==> src/rtl/rele_cmd_writer.sv <==
// -----------------------------------------------------------------------------
// rele_cmd_writer
//
// Command sequencer in front of the relay pulse stage. A 12-bit relay mask is
// taken over a valid/ready handshake and written to the relay latches as up to
// two byte-wide strobed writes: the low byte with addr[0], the high nibble with
// addr[1]. Each write has a setup phase (data stable, no strobe), a strobe
// phase, and a one-cycle hold so data never moves on the falling strobe edge.
// After the last strobe the block stays busy for RECOVER_CYC cycles, so a new
// write cannot restart the downstream relay timeout while a pulse is running.
//
// Every output is a register decoded from the current state, so outputs follow
// the state register by one cycle.
//
// Ports
//   clk_i        : clock, all logic on the rising edge
//   reset_i      : synchronous, active-high reset
//   cmd_valid_i  : command present
//   cmd_mask_i   : relay mask, bit i drives downstream imp[i]
//   cmd_ready_o  : block can accept (transfer = cmd_valid_i && cmd_ready_o)
//   addr_o       : write strobes, at most one bit high
//   data_o       : write data to the relay stage
//   busy_o       : high whenever the sequencer is not idle
//   done_o       : one-cycle pulse when a command completes
// -----------------------------------------------------------------------------
module rele_cmd_writer #(
  parameter int SETUP_CYC   = 2,
  parameter int STROBE_CYC  = 4,
  parameter int RECOVER_CYC = 1_050_000,
  parameter int CNT_W       = 21
) (
  input  logic        clk_i,
  input  logic        reset_i,
  input  logic        cmd_valid_i,
  input  logic [11:0] cmd_mask_i,
  output logic        cmd_ready_o,
  output logic [1:0]  addr_o,
  output logic [7:0]  data_o,
  output logic        busy_o,
  output logic        done_o
);

  typedef enum logic [3:0] {
    ST_IDLE    = 4'd0,
    ST_SETUP_L = 4'd1,
    ST_STRB_L  = 4'd2,
    ST_HOLD_L  = 4'd3,
    ST_SETUP_H = 4'd4,
    ST_STRB_H  = 4'd5,
    ST_HOLD_H  = 4'd6,
    ST_RECOVER = 4'd7,
    ST_DONE    = 4'd8
  } state_e;

  // Residence time of a state minus one; single-cycle states load zero.
  function automatic logic [CNT_W-1:0] load_cnt(input state_e s);
    logic [CNT_W-1:0] v;
    case (s)
      ST_SETUP_L, ST_SETUP_H: v = CNT_W'(SETUP_CYC - 1);
      ST_STRB_L,  ST_STRB_H:  v = CNT_W'(STROBE_CYC - 1);
      ST_RECOVER:             v = CNT_W'(RECOVER_CYC - 1);
      default:                v = {CNT_W{1'b0}};
    endcase
    return v;
  endfunction

  state_e           state_q, state_d;
  logic [CNT_W-1:0] cnt_q, cnt_d;
  logic [11:0]      mask_q, mask_d;
  logic             ready_q, ready_d;
  logic [1:0]       addr_q, addr_d;
  logic [7:0]       data_q, data_d;
  logic             busy_q, busy_d;
  logic             done_q, done_d;
  logic             xfer_s;
  logic             cnt_zero_s;

  // The handshake is qualified by the registered ready that the source sees.
  assign xfer_s     = cmd_valid_i && ready_q;
  assign cnt_zero_s = (cnt_q == {CNT_W{1'b0}});

  // Next-state, mask capture and shared down-counter.
  always_comb begin
    state_d = state_q;
    mask_d  = mask_q;
    cnt_d   = cnt_q;

    case (state_q)
      ST_IDLE: begin
        if (xfer_s) begin
          mask_d = cmd_mask_i;
          // Decide on the incoming mask; mask_q only holds it from next cycle.
          if (cmd_mask_i[7:0] != 8'h00) begin
            state_d = ST_SETUP_L;
          end else if (cmd_mask_i[11:8] != 4'h0) begin
            state_d = ST_SETUP_H;
          end else begin
            state_d = ST_DONE;
          end
        end else begin
          state_d = ST_IDLE;
        end
      end
      ST_SETUP_L: begin
        if (cnt_zero_s) state_d = ST_STRB_L;
        else            state_d = ST_SETUP_L;
      end
      ST_STRB_L: begin
        if (cnt_zero_s) state_d = ST_HOLD_L;
        else            state_d = ST_STRB_L;
      end
      ST_HOLD_L: begin
        if (mask_q[11:8] != 4'h0) state_d = ST_SETUP_H;
        else                      state_d = ST_RECOVER;
      end
      ST_SETUP_H: begin
        if (cnt_zero_s) state_d = ST_STRB_H;
        else            state_d = ST_SETUP_H;
      end
      ST_STRB_H: begin
        if (cnt_zero_s) state_d = ST_HOLD_H;
        else            state_d = ST_STRB_H;
      end
      ST_HOLD_H: begin
        state_d = ST_RECOVER;
      end
      ST_RECOVER: begin
        if (cnt_zero_s) state_d = ST_DONE;
        else            state_d = ST_RECOVER;
      end
      ST_DONE: begin
        state_d = ST_IDLE;
      end
      default: begin
        state_d = ST_IDLE;
      end
    endcase

    // Reload on every state change, otherwise count down and park at zero.
    if (state_d != state_q) begin
      cnt_d = load_cnt(state_d);
    end else if (!cnt_zero_s) begin
      cnt_d = cnt_q - CNT_W'(1);
    end else begin
      cnt_d = cnt_q;
    end
  end

  // Output decode from the current state; registered below.
  always_comb begin
    addr_d  = 2'b00;
    data_d  = 8'h00;
    busy_d  = (state_q != ST_IDLE);
    done_d  = (state_q == ST_DONE);
    // Ready drops on the accepting edge so a held valid is not taken twice.
    ready_d = (state_q == ST_IDLE) && !xfer_s;

    case (state_q)
      ST_SETUP_L, ST_HOLD_L: begin
        addr_d = 2'b00;
        data_d = mask_q[7:0];
      end
      ST_STRB_L: begin
        addr_d = 2'b01;
        data_d = mask_q[7:0];
      end
      ST_SETUP_H, ST_HOLD_H: begin
        addr_d = 2'b00;
        data_d = {4'h0, mask_q[11:8]};
      end
      ST_STRB_H: begin
        addr_d = 2'b10;
        data_d = {4'h0, mask_q[11:8]};
      end
      default: begin
        addr_d = 2'b00;
        data_d = 8'h00;
      end
    endcase
  end

  // State, counter, captured mask and output registers with synchronous reset.
  always_ff @(posedge clk_i) begin
    if (reset_i) begin
      state_q <= ST_IDLE;
      cnt_q   <= {CNT_W{1'b0}};
      mask_q  <= 12'h000;
      ready_q <= 1'b0;
      addr_q  <= 2'b00;
      data_q  <= 8'h00;
      busy_q  <= 1'b0;
      done_q  <= 1'b0;
    end else begin
      state_q <= state_d;
      cnt_q   <= cnt_d;
      mask_q  <= mask_d;
      ready_q <= ready_d;
      addr_q  <= addr_d;
      data_q  <= data_d;
      busy_q  <= busy_d;
      done_q  <= done_d;
    end
  end

  assign cmd_ready_o = ready_q;
  assign addr_o      = addr_q;
  assign data_o      = data_q;
  assign busy_o      = busy_q;
  assign done_o      = done_q;

endmodule

==> config.mk <==
export PLATFORM = sky130hd
export DESIGN_NAME = rele_cmd_writer
export DESIGN_NICKNAME = d
export VERILOG_FILES = /design/src/rtl/rele_cmd_writer.sv
export SDC_FILE = /design/constraint.sdc
export NUM_CORES = 1
export LEC_CHECK = 0
export CORE_MARGIN = 2
export CORE_UTILIZATION = 59
export CTS_CLUSTER_SIZE = 10
export DETAILED_ROUTE_END_ITERATION = 8
export HOLD_SLACK_MARGIN = 0.02
export PLACE_DENSITY = 0.84
export SETUP_SLACK_MARGIN = 0.4
export SLEW_MARGIN = 20
export SYNTH_ARGS = -nofsm -noshare
export SYNTH_HDL_FRONTEND = slang
export SYNTH_SLANG_ARGS = --single-unit
==> constraint.sdc <==
create_clock -name clk_i -period 5.65 [get_ports clk_i]
set_input_delay 1.4125 -clock clk_i [delete_from_list [all_inputs] [get_ports clk_i]]
set_output_delay 1.4125 -clock clk_i [all_outputs]
set_load 0.01 [all_outputs]
==> results of run 1 <==
-- routing by layer --
| metal | GRT usage, % | wire, um | share of wire (%) |
|---|---|---|---|
| met5 | 0 | 0 | 0 |
| met4 | 7.55 | 57 | 1.2 |
| met3 | 5.48 | 223 | 4.8 |
| met2 | 36.5 | 2230 | 47 |
| met1 | 32.5 | 2190 | 47 |
-- power by group --
part / switching [W] / internal, W
Sequential: 0.0000799 / 0.000438
Combinational: 0.000412 / 0.000314
Clock: 0.000109 / 0.000132
-- flip-flops by register name, summed over array words and instances (netlist names) --
| register | flops |
|---|---|
| cmd_ready_o | 1 |
| cnt_q | 21 |
| mask_q | 12 |
| addr_o | 2 |
| done_o | 1 |
| state_q | 4 |
| data_o | 8 |
| busy_o | 1 |
-- placed cells by master (no fill, tap or decap), types with 3 or more instances in the layout --
master,synthesis,final
a21oi_1,25,25
a22oi_1,4,4
and2_1,6,6
and3_1,3,3
clkbuf_8,0,5
clkdlybuf4s50_1,0,27
dfxtp_1,50,50
inv_1,6,6
nand2_1,34,34
nand3_1,6,6
nor2_1,31,31
nor3_1,9,9
nor4_1,9,9
o21ai_0,4,4
o31ai_1,4,4
or3_1,6,6
or4_1,5,5
xnor2_1,10,10
xor2_1,6,6
-- tightest hold or removal path, stage by stage, from the launching register on --
cell and delay (ns):
dfxtp_1 0.31, nand2_1 0.05, a21oi_1 0.06
-- cells by family (layout without fill, tap and decap cells) --
kind of cell,Yosys count,after routing,synth area share (%)
adder cells (fa/ha/maj),1,1,0.561
AO/OA/AOI/OAI,50,50,15.0
buffers and inverters,20,43,4.15
multiplexers,2,2,1.01
XOR/XNOR,16,16,6.29
flip-flops,50,50,44.9
AND/OR/NAND/NOR,124,124,28.1
-- final timing paths --
| path | startpoint | endpoint | slack (ns) | depth (start not counted) |
|---|---|---|---|---|
| min reg2reg | mask_q[7] | mask_q[7] | 0.46 | 2 |
| min | mask_q[7] | mask_q[7] | 0.46 | 2 |
| max | cmd_valid_i | cnt_q[19] | 1.84 | 7 |
| max reg2reg | cnt_q[0] | cnt_q[0] | 2.31 | 9 |
-- cell type report --
class	count	area share (%)
inverters	6	0.863
clock buffers	7	2.92
well taps	48	2.30
multi-input cells	193	43.5
clock inverters	1	1.15
repair buffers	29	10.9
flip-flops and latches	50	38.4
-- metrics by stage --
| step | setup WS, ns | utilization, % | area [um2] | total power [W] |
|---|---|---|---|---|
| finish | 1.84 | 71.8 | 2610 | 0.00149 |
| global route | 1.68 | 71.8 | 2610 | 0.00161 |
| CTS | 1.84 | 71.8 | 2610 | 0.00148 |
| detailed placement | 1.55 | 68.9 | 2500 | 0.00123 |
| global placement | 1.60 | 68.9 | 2500 | 0.00121 |
| floorplan | 2.30 | - | 2230 | 0.00111 |
==> metrics.cfg, run 1 <==
[yosys]
synth_edf_count = 0
yosysMostFrequentCell = dfxtp_1
ys_seq_area_share_pct = 44.9
yosys_warnings = 0
netlist_instances = 263
syn_nets = 279
ys_ff_latch = 50
synth.distinct_cells = 46
yosysTopAreaCellShare_pct = 44.9
synth_ff_type = dfxtp_1
synth.largest_area_cell = dfxtp_1
syn_area_um2 = 2230
syn_avg_cell_area_um2 = 8.47
synth.area.top_cells = dfxtp_1 45%, nand2_1 5.7%, a21oi_1 5.6%, nor2_1 5.2%, xnor2_1 3.9%
synthTopCellsByCount = 50 x dfxtp_1, 34 x nand2_1, 31 x nor2_1, 25 x a21oi_1, 10 x xnor2_1
synthArstFlopShare_pct = 0

[cts]
cts_tree = yes
cts_buffers = 5
htreeDepth = 2
clkLatencyLatePin_ns = 0.30
ctsResizeCount = 0
cts.sinks = 50
clockBufferDepth = 2
cts_setup_buffers = 0
cts-root-buf = clkbuf_8
cts.reportedPaths.clkPinSlew_ns = 0.08
hold_buffers = 0

[global_routing]
grt_pass1_wl_um = 7810
grt.overflow.total = 0
track_usage_pct = 23.5
grt_max_degree = 34
antenna_found_initial = 0
grt_pass1_vias = 1718

[floorplan]
fp.dieW_um = 65.5
die_area_um2 = 4280
core_area_um2 = 3630
std_cell_rows = 22
io_pins = 28
die_height_um = 65.5
start_util_pct = 61.3

[sta]
hold_viol = 0
tightest_slew_ns = 0.868
hold_slack_ns = 0.460
setup_viol = 0
skew_ns = 0.00544
maxSlewHeadroom_pct = 41.9
max_freq_mhz = 263
finalCriticalPeriod_ns = 3.81
fin_crit_sh_pct = 67.4
finalSetupTns_ns = 0
drv_slew = 0
rsz0062_at_grt = false

[critical_path]
crit_chain = clkdlybuf4s50_1, nand3_1, nor4_1, a2111o_1, or3_1, nor2_1, mux2_2
cp-end-kind = flop
start_kind = primary input
path_delay_family = simple AND/OR/NAND/NOR gates
cp.buffers_inverters = 1
path_max_fanout = 14
worst-setup-path-type = primary input to flop
slowest_stage = nor4_1
critPathMaxStageDelay_ns = 0.70
cp.required_ns = 5.84
arrival_ns = 3.99

[drt]
drc = 0
wl_per_cell_um = 14.1
ant_nets = 0
avgViaCountPerCell = 5.77
num_vias = 1928
first_iter_violations = 122
drt_first_pass_iters = 4
routed_wl_um = 4690

[finish]
layout.nets = 301
ff_latch_area_um2 = 1000
area_growth_syn_to_layout_pct = 17.1
multi_input_area_um2 = 1130
diodes = 0
n_fill_cell = 295
drive_above_1_share_pct = 6.99
stdcell_count = 334

[power_and_ir_drop]
power_density_nw_per_um2 = 569
vdd_drop_max_uv = 384
power.leakage_nw = 0.970

[placed_design]
gp_congestion = 0.871
dp_cells = 326
portBuffers = 27
hpwl_um = 3370

[status]
status = complete, no violations

[hold_path]
hp-class = flop to flop

[job]
drv_cap = 0

Power figures use the tool's default switching activity.
==> run 2, diff against run 1 <==
- CORE_UTILIZATION: 59 -> 49
- PLACE_DENSITY: 0.84 -> 0.75
- clock period: 5.65 -> 3.4 ns (I/O delays scaled with it)
==> run 2 against run 1 <==
Compared with the run above:
- count of clock-buffer cells in the layout down 2
- die area up 19%
- flip-flop and latch count unchanged
- sequential power up 65%
- combinational power up 80%
- clock skew down 0.0026 ns
- first-iteration DRC count up 1.6%
- routed wire length down 3.9%
- critical path type unchanged
==> metrics.cfg, run 2 (synthesis gave the netlist of run 1 again) <==
[sta]
max_freq_mhz = 348
tightest_slew_ns = 0.736
finalCriticalPeriod_ns = 2.87
skew_ns = 0.00289
setup_viol = 0
fin_crit_sh_pct = 84.5
finalSetupTns_ns = 0
hold_slack_ns = 0.454
drv_slew = 0
rsz0062_at_grt = false
hold_viol = 0
maxSlewHeadroom_pct = 50.6

[finish]
area_growth_syn_to_layout_pct = 22.5
stdcell_count = 350
ff_latch_area_um2 = 1000
largest_reg_flops = 21
layout.nets = 313
mostFrequentLayoutCell = dfxtp_1
final_cell_mix = 50 x dfxtp_1, 34 x nand2_1, 30 x nor2_1
final_util_pct = 62.7
multi_input_area_um2 = 1160
drive_above_1_share_pct = 13.1
top_register = cnt_q
n_fill_cell = 380
diodes = 0

[placed_design]
portBuffers = 27
gp_congestion = 0.876
dp_cells = 341
hpwl_um = 3320

[cts]
cts-root-buf = clkbuf_8
clockBufferDepth = 2
hold_buffers = 0
cts.reportedPaths.clkPinSlew_ns = 0.08
clkLatencyLatePin_ns = 0.29
cts.sinks = 50
cts_buffers = 5
cts_tree = yes
htreeDepth = 2

[floorplan]
start_util_pct = 51.2
fp.dieW_um = 71.4
die_area_um2 = 5100
core_area_um2 = 4350
die_height_um = 71.4
std_cell_rows = 24
io_pins = 28

[drt]
drt_first_pass_iters = 4
routed_wl_um = 4510
ant_nets = 0
num_vias = 1921
avgViaCountPerCell = 5.49
drc = 0
wl_per_cell_um = 12.9
first_iter_violations = 124

[hold_path]
hp-class = flop to flop
min_from = mask_q[6]
whs_path_depth = 2
hold_end = mask_q[6]

[power_and_ir_drop]
power_density_nw_per_um2 = 938
power.leakage_nw = 1.03
vdd_drop_max_uv = 429
p_total_w = 0.00256

[critical_path]
rr_endpoint = cnt_q[19]
cp-end-kind = flop
cp.required_ns = 3.59
worst-setup-path-type = primary input to flop
critPathMaxStageDelay_ns = 0.57
r2r_cells = 6
path_max_fanout = 3
start_kind = primary input
slowest_stage = or4_4
arrival_ns = 3.06
regToRegSetupSlack_ns = 0.59
crit_chain = clkdlybuf4s50_1, or4_4, nor4_2, buf_4, a2111o_1, o31ai_1, nor3_1, mux2_2
worstReg2RegStart = cnt_q[11]

[job]
drv_cap = 0

[status]
status = complete, no violations

[global_routing]
grt_max_degree = 16
track_usage_pct = 18.8
grt_pass1_vias = 1777
grt_pass1_wl_um = 7800
antenna_found_initial = 0
grt.overflow.total = 0

run 2: cell types whose count changed in the layout (fill, tap and decap cells not counted), sizes merged:
cell / before / now
buf: 2 / 14
clkbuf: 7 / 5
clkinv: 0 / 2
run 2: repair_timing:
item                       in CTS  in global routing
setup buffers                   0                  1
setup endpoints to repair       0                  2
resized for setup               0                  5
run 2: cell type report:
type / instances / share of cell area (%)
well taps: 52 / 2.38
multi-input cells: 193 / 42.4
clock inverters: 3 / 1.47
clock buffers: 5 / 2.52
repair buffers: 41 / 13.7
flip-flops and latches: 50 / 36.7
inverters: 6 / 0.825
run 2: worst max-delay path by stage:
| stage | startpoint | end | slack (ns) | depth (start not counted) |
|---|---|---|---|---|
| floorplan | cmd_mask_i[4] | cnt_q[19] | 0.61 | 6 |
| global placement | cmd_mask_i[4] | cnt_q[19] | 0.24 | 8 |
| detailed placement | cmd_mask_i[4] | cnt_q[19] | 0.19 | 8 |
| CTS | cmd_mask_i[4] | cnt_q[19] | 0.51 | 8 |
| global route | cmd_mask_i[0] | cnt_q[19] | 0.43 | 8 |
| finish | cmd_mask_i[4] | cnt_q[19] | 0.53 | 8 |
run 2: per-layer routing:
layer	part of all wire (%)	up-vias	track usage [%]	wire, um
met3	3.2	4	3.94	143
met1	50	885	26.2	2280
met4	0.93	0	5.45	42
li1	-	997	-	-
met2	45	35	29.4	2050
met5	0	-	0	0
run 2: through the flow:
stage | worst slack, ns | instance area (um2)
3_5_place_dp | 0.195 | 2590
6_report | 0.529 | 2730
4_1_cts | 0.514 | 2700
2_1_floorplan | 0.609 | 2230
5_1_grt | 0.426 | 2730
3_3_place_gp | 0.236 | 2590
run 2: power by group:
part           internal (W)  leakage (nW)  switching (W)  total (W)
Combinational      0.000622         0.569       0.000689    0.00131
Clock              0.000216        0.0579       0.000178   0.000394
Sequential         0.000728         0.407       0.000129   0.000857
run 2: worst max-delay path, delay by kind of cell:
family	cells	cell delay (ns)
AOI/OAI and AO/OA	2	0.24
buffers and inverters	2	0.59
muxes	1	0.36
and+or+nand+nor	3	1.02
==> run 3, diff against run 2 <==
- CORE_UTILIZATION: 49 -> 54
- PLACE_DENSITY: 0.75 -> 0.78
- clock period: 3.4 -> 2.8 ns (I/O delays scaled with it)
==> run 3 against run 2 <==
Compared with the run above:
- cell area up 13%
- register-to-register slack worse by 0.42 ns
- clock skew is 0.0057 ns higher
- sequential power rose by 21%
- critical path depth decreased by 2
- via count increased by 14%
- worst setup slack worse by 0.36 ns
- critical endpoint unchanged
- largest cell class unchanged
==> metrics.cfg, run 3 (synthesis gave the netlist of run 1 again) <==
[finish]
area_growth_syn_to_layout_pct = 38.1
final_cell_mix = 45 x dfxtp_1, 35 x buf_4, 34 x nand2_1
top_register = cnt_q
drive_above_1_share_pct = 26.4
layout.nets = 337
mostFrequentLayoutCell = dfxtp_1
largest_reg_flops = 21
fin_area_um2 = 3080
diodes = 0

[sta]
drv_slew = 0
maxSlewHeadroom_pct = 60.7
rsz0062_at_grt = true
hold_viol = 0
max_freq_mhz = 380
finalSetupTns_ns = 0
hold_slack_ns = 0.453
tightest_slew_ns = 0.584
setup_viol = 0
finalCriticalPeriod_ns = 2.63
fin_crit_sh_pct = 93.9
postLayoutSetupSlackWorst_ns = 0.171
skew_ns = 0.00855

[placed_design]
hpwl_um = 3670
dpl_cell_area_um2 = 2720
gp_congestion = 0.840
portBuffers = 27
place_ws_ns = -0.266

[global_routing]
use_met2_pct = 38.7
grt_max_degree = 22
met3_usage_pct = 5.76
track_usage_pct = 24.2
gr-usage-met1_pct = 31.9
antenna_found_initial = 0
busiest_layer = met2
grt_pass1_wl_um = 8420
grt_pass1_vias = 1842
grt.overflow.total = 0

[drt]
drt_first_pass_iters = 5
drc = 0
routed_wl_um = 5760
avgViaCountPerCell = 5.86
num_vias = 2181
wl_per_cell_um = 15.5
ant_nets = 0
first_iter_violations = 192

[hold_path]
hp-class = flop to flop

[floorplan]
std_cell_rows = 23
core_area_um2 = 4000
fp.dieW_um = 68.2
start_util_pct = 55.7
die_height_um = 68.2
io_pins = 28
die_area_um2 = 4660

[power_and_ir_drop]
power_density_nw_per_um2 = 1240
power.leakage_nw = 1.21
vdd_drop_max_uv = 1010

[critical_path]
worst-setup-path-type = flop to flop
path_delay_family = simple AND/OR/NAND/NOR gates
cp.required_ns = 3.00
arrival_ns = 2.83
crit_chain = or4_4, or3_4, or4_2, o31ai_4, nor3_2, mux2_2
path_max_fanout = 3
critPathMaxStageDelay_ns = 0.66
start_kind = flop
slowest_stage = or4_2
cp.buffers_inverters = 0
cp-end-kind = flop

[cts]
clkLatencyLatePin_ns = 0.31
cts_tree = yes
clockBufferDepth = 2
cts.reportedPaths.clkPinSlew_ns = 0.09
cts-root-buf = clkbuf_8
cts_buffers = 5
htreeDepth = 2
cts.sinks = 50

[status]
status = complete, no violations

[job]
drv_cap = 0

-- run 3: tightest hold or removal path: cells and delay by family (launching register included) --
kind,cells,cell delay [ns]
simple gates,1,0.05
flops,1,0.31
compound gates,1,0.05
-- run 3: path summary, 6_finish.rpt --
path	from	slack (ns)	cells past startpoint	to
setup / recovery	cnt_q[14]	0.17	6	cnt_q[19]
setup reg to reg	cnt_q[14]	0.17	6	cnt_q[19]
hold / removal	mask_q[7]	0.45	2	mask_q[7]
hold reg to reg	mask_q[7]	0.45	2	mask_q[7]
-- run 3: cell type report --
type | count | area (um2)
clock buffers | 6 | 72.6
clock inverters | 2 | 37.5
fillers | 287 | 922
inverters | 6 | 22.5
multi-input cells | 193 | 1290
flip-flops and latches | 50 | 1010
well taps | 50 | 62.6
repair buffers | 65 | 584
-- run 3: repair_timing --
action,CTS,global route
gates resized for setup,29,20
pin swaps,14,13
setup endpoints to repair,22,22
gates cloned,1,0
buffers inserted,8,3
hold buffers,0,0
-- run 3: layer usage --
layer	vias up	wire [um]
met3	11	343
met4	0	93
met1	1029	2580
met5	-	0
met2	95	2750
li1	1046	-
-- run 3: through the flow --
step                      total power (W)  util [%]  instances
after floorplan                   0.00226         -        263
after global placement            0.00272      67.9        352
after detailed placement          0.00276      67.9        352
after CTS                         0.00360      74.6        369
after global routing              0.00403      76.9        372
final                             0.00382      76.9        372
-- run 3: report_power, final --
part / switching [W] / internal (W)
Combinational: 0.00117 / 0.00110
Sequential: 0.000142 / 0.000898
Clock: 0.000239 / 0.000267
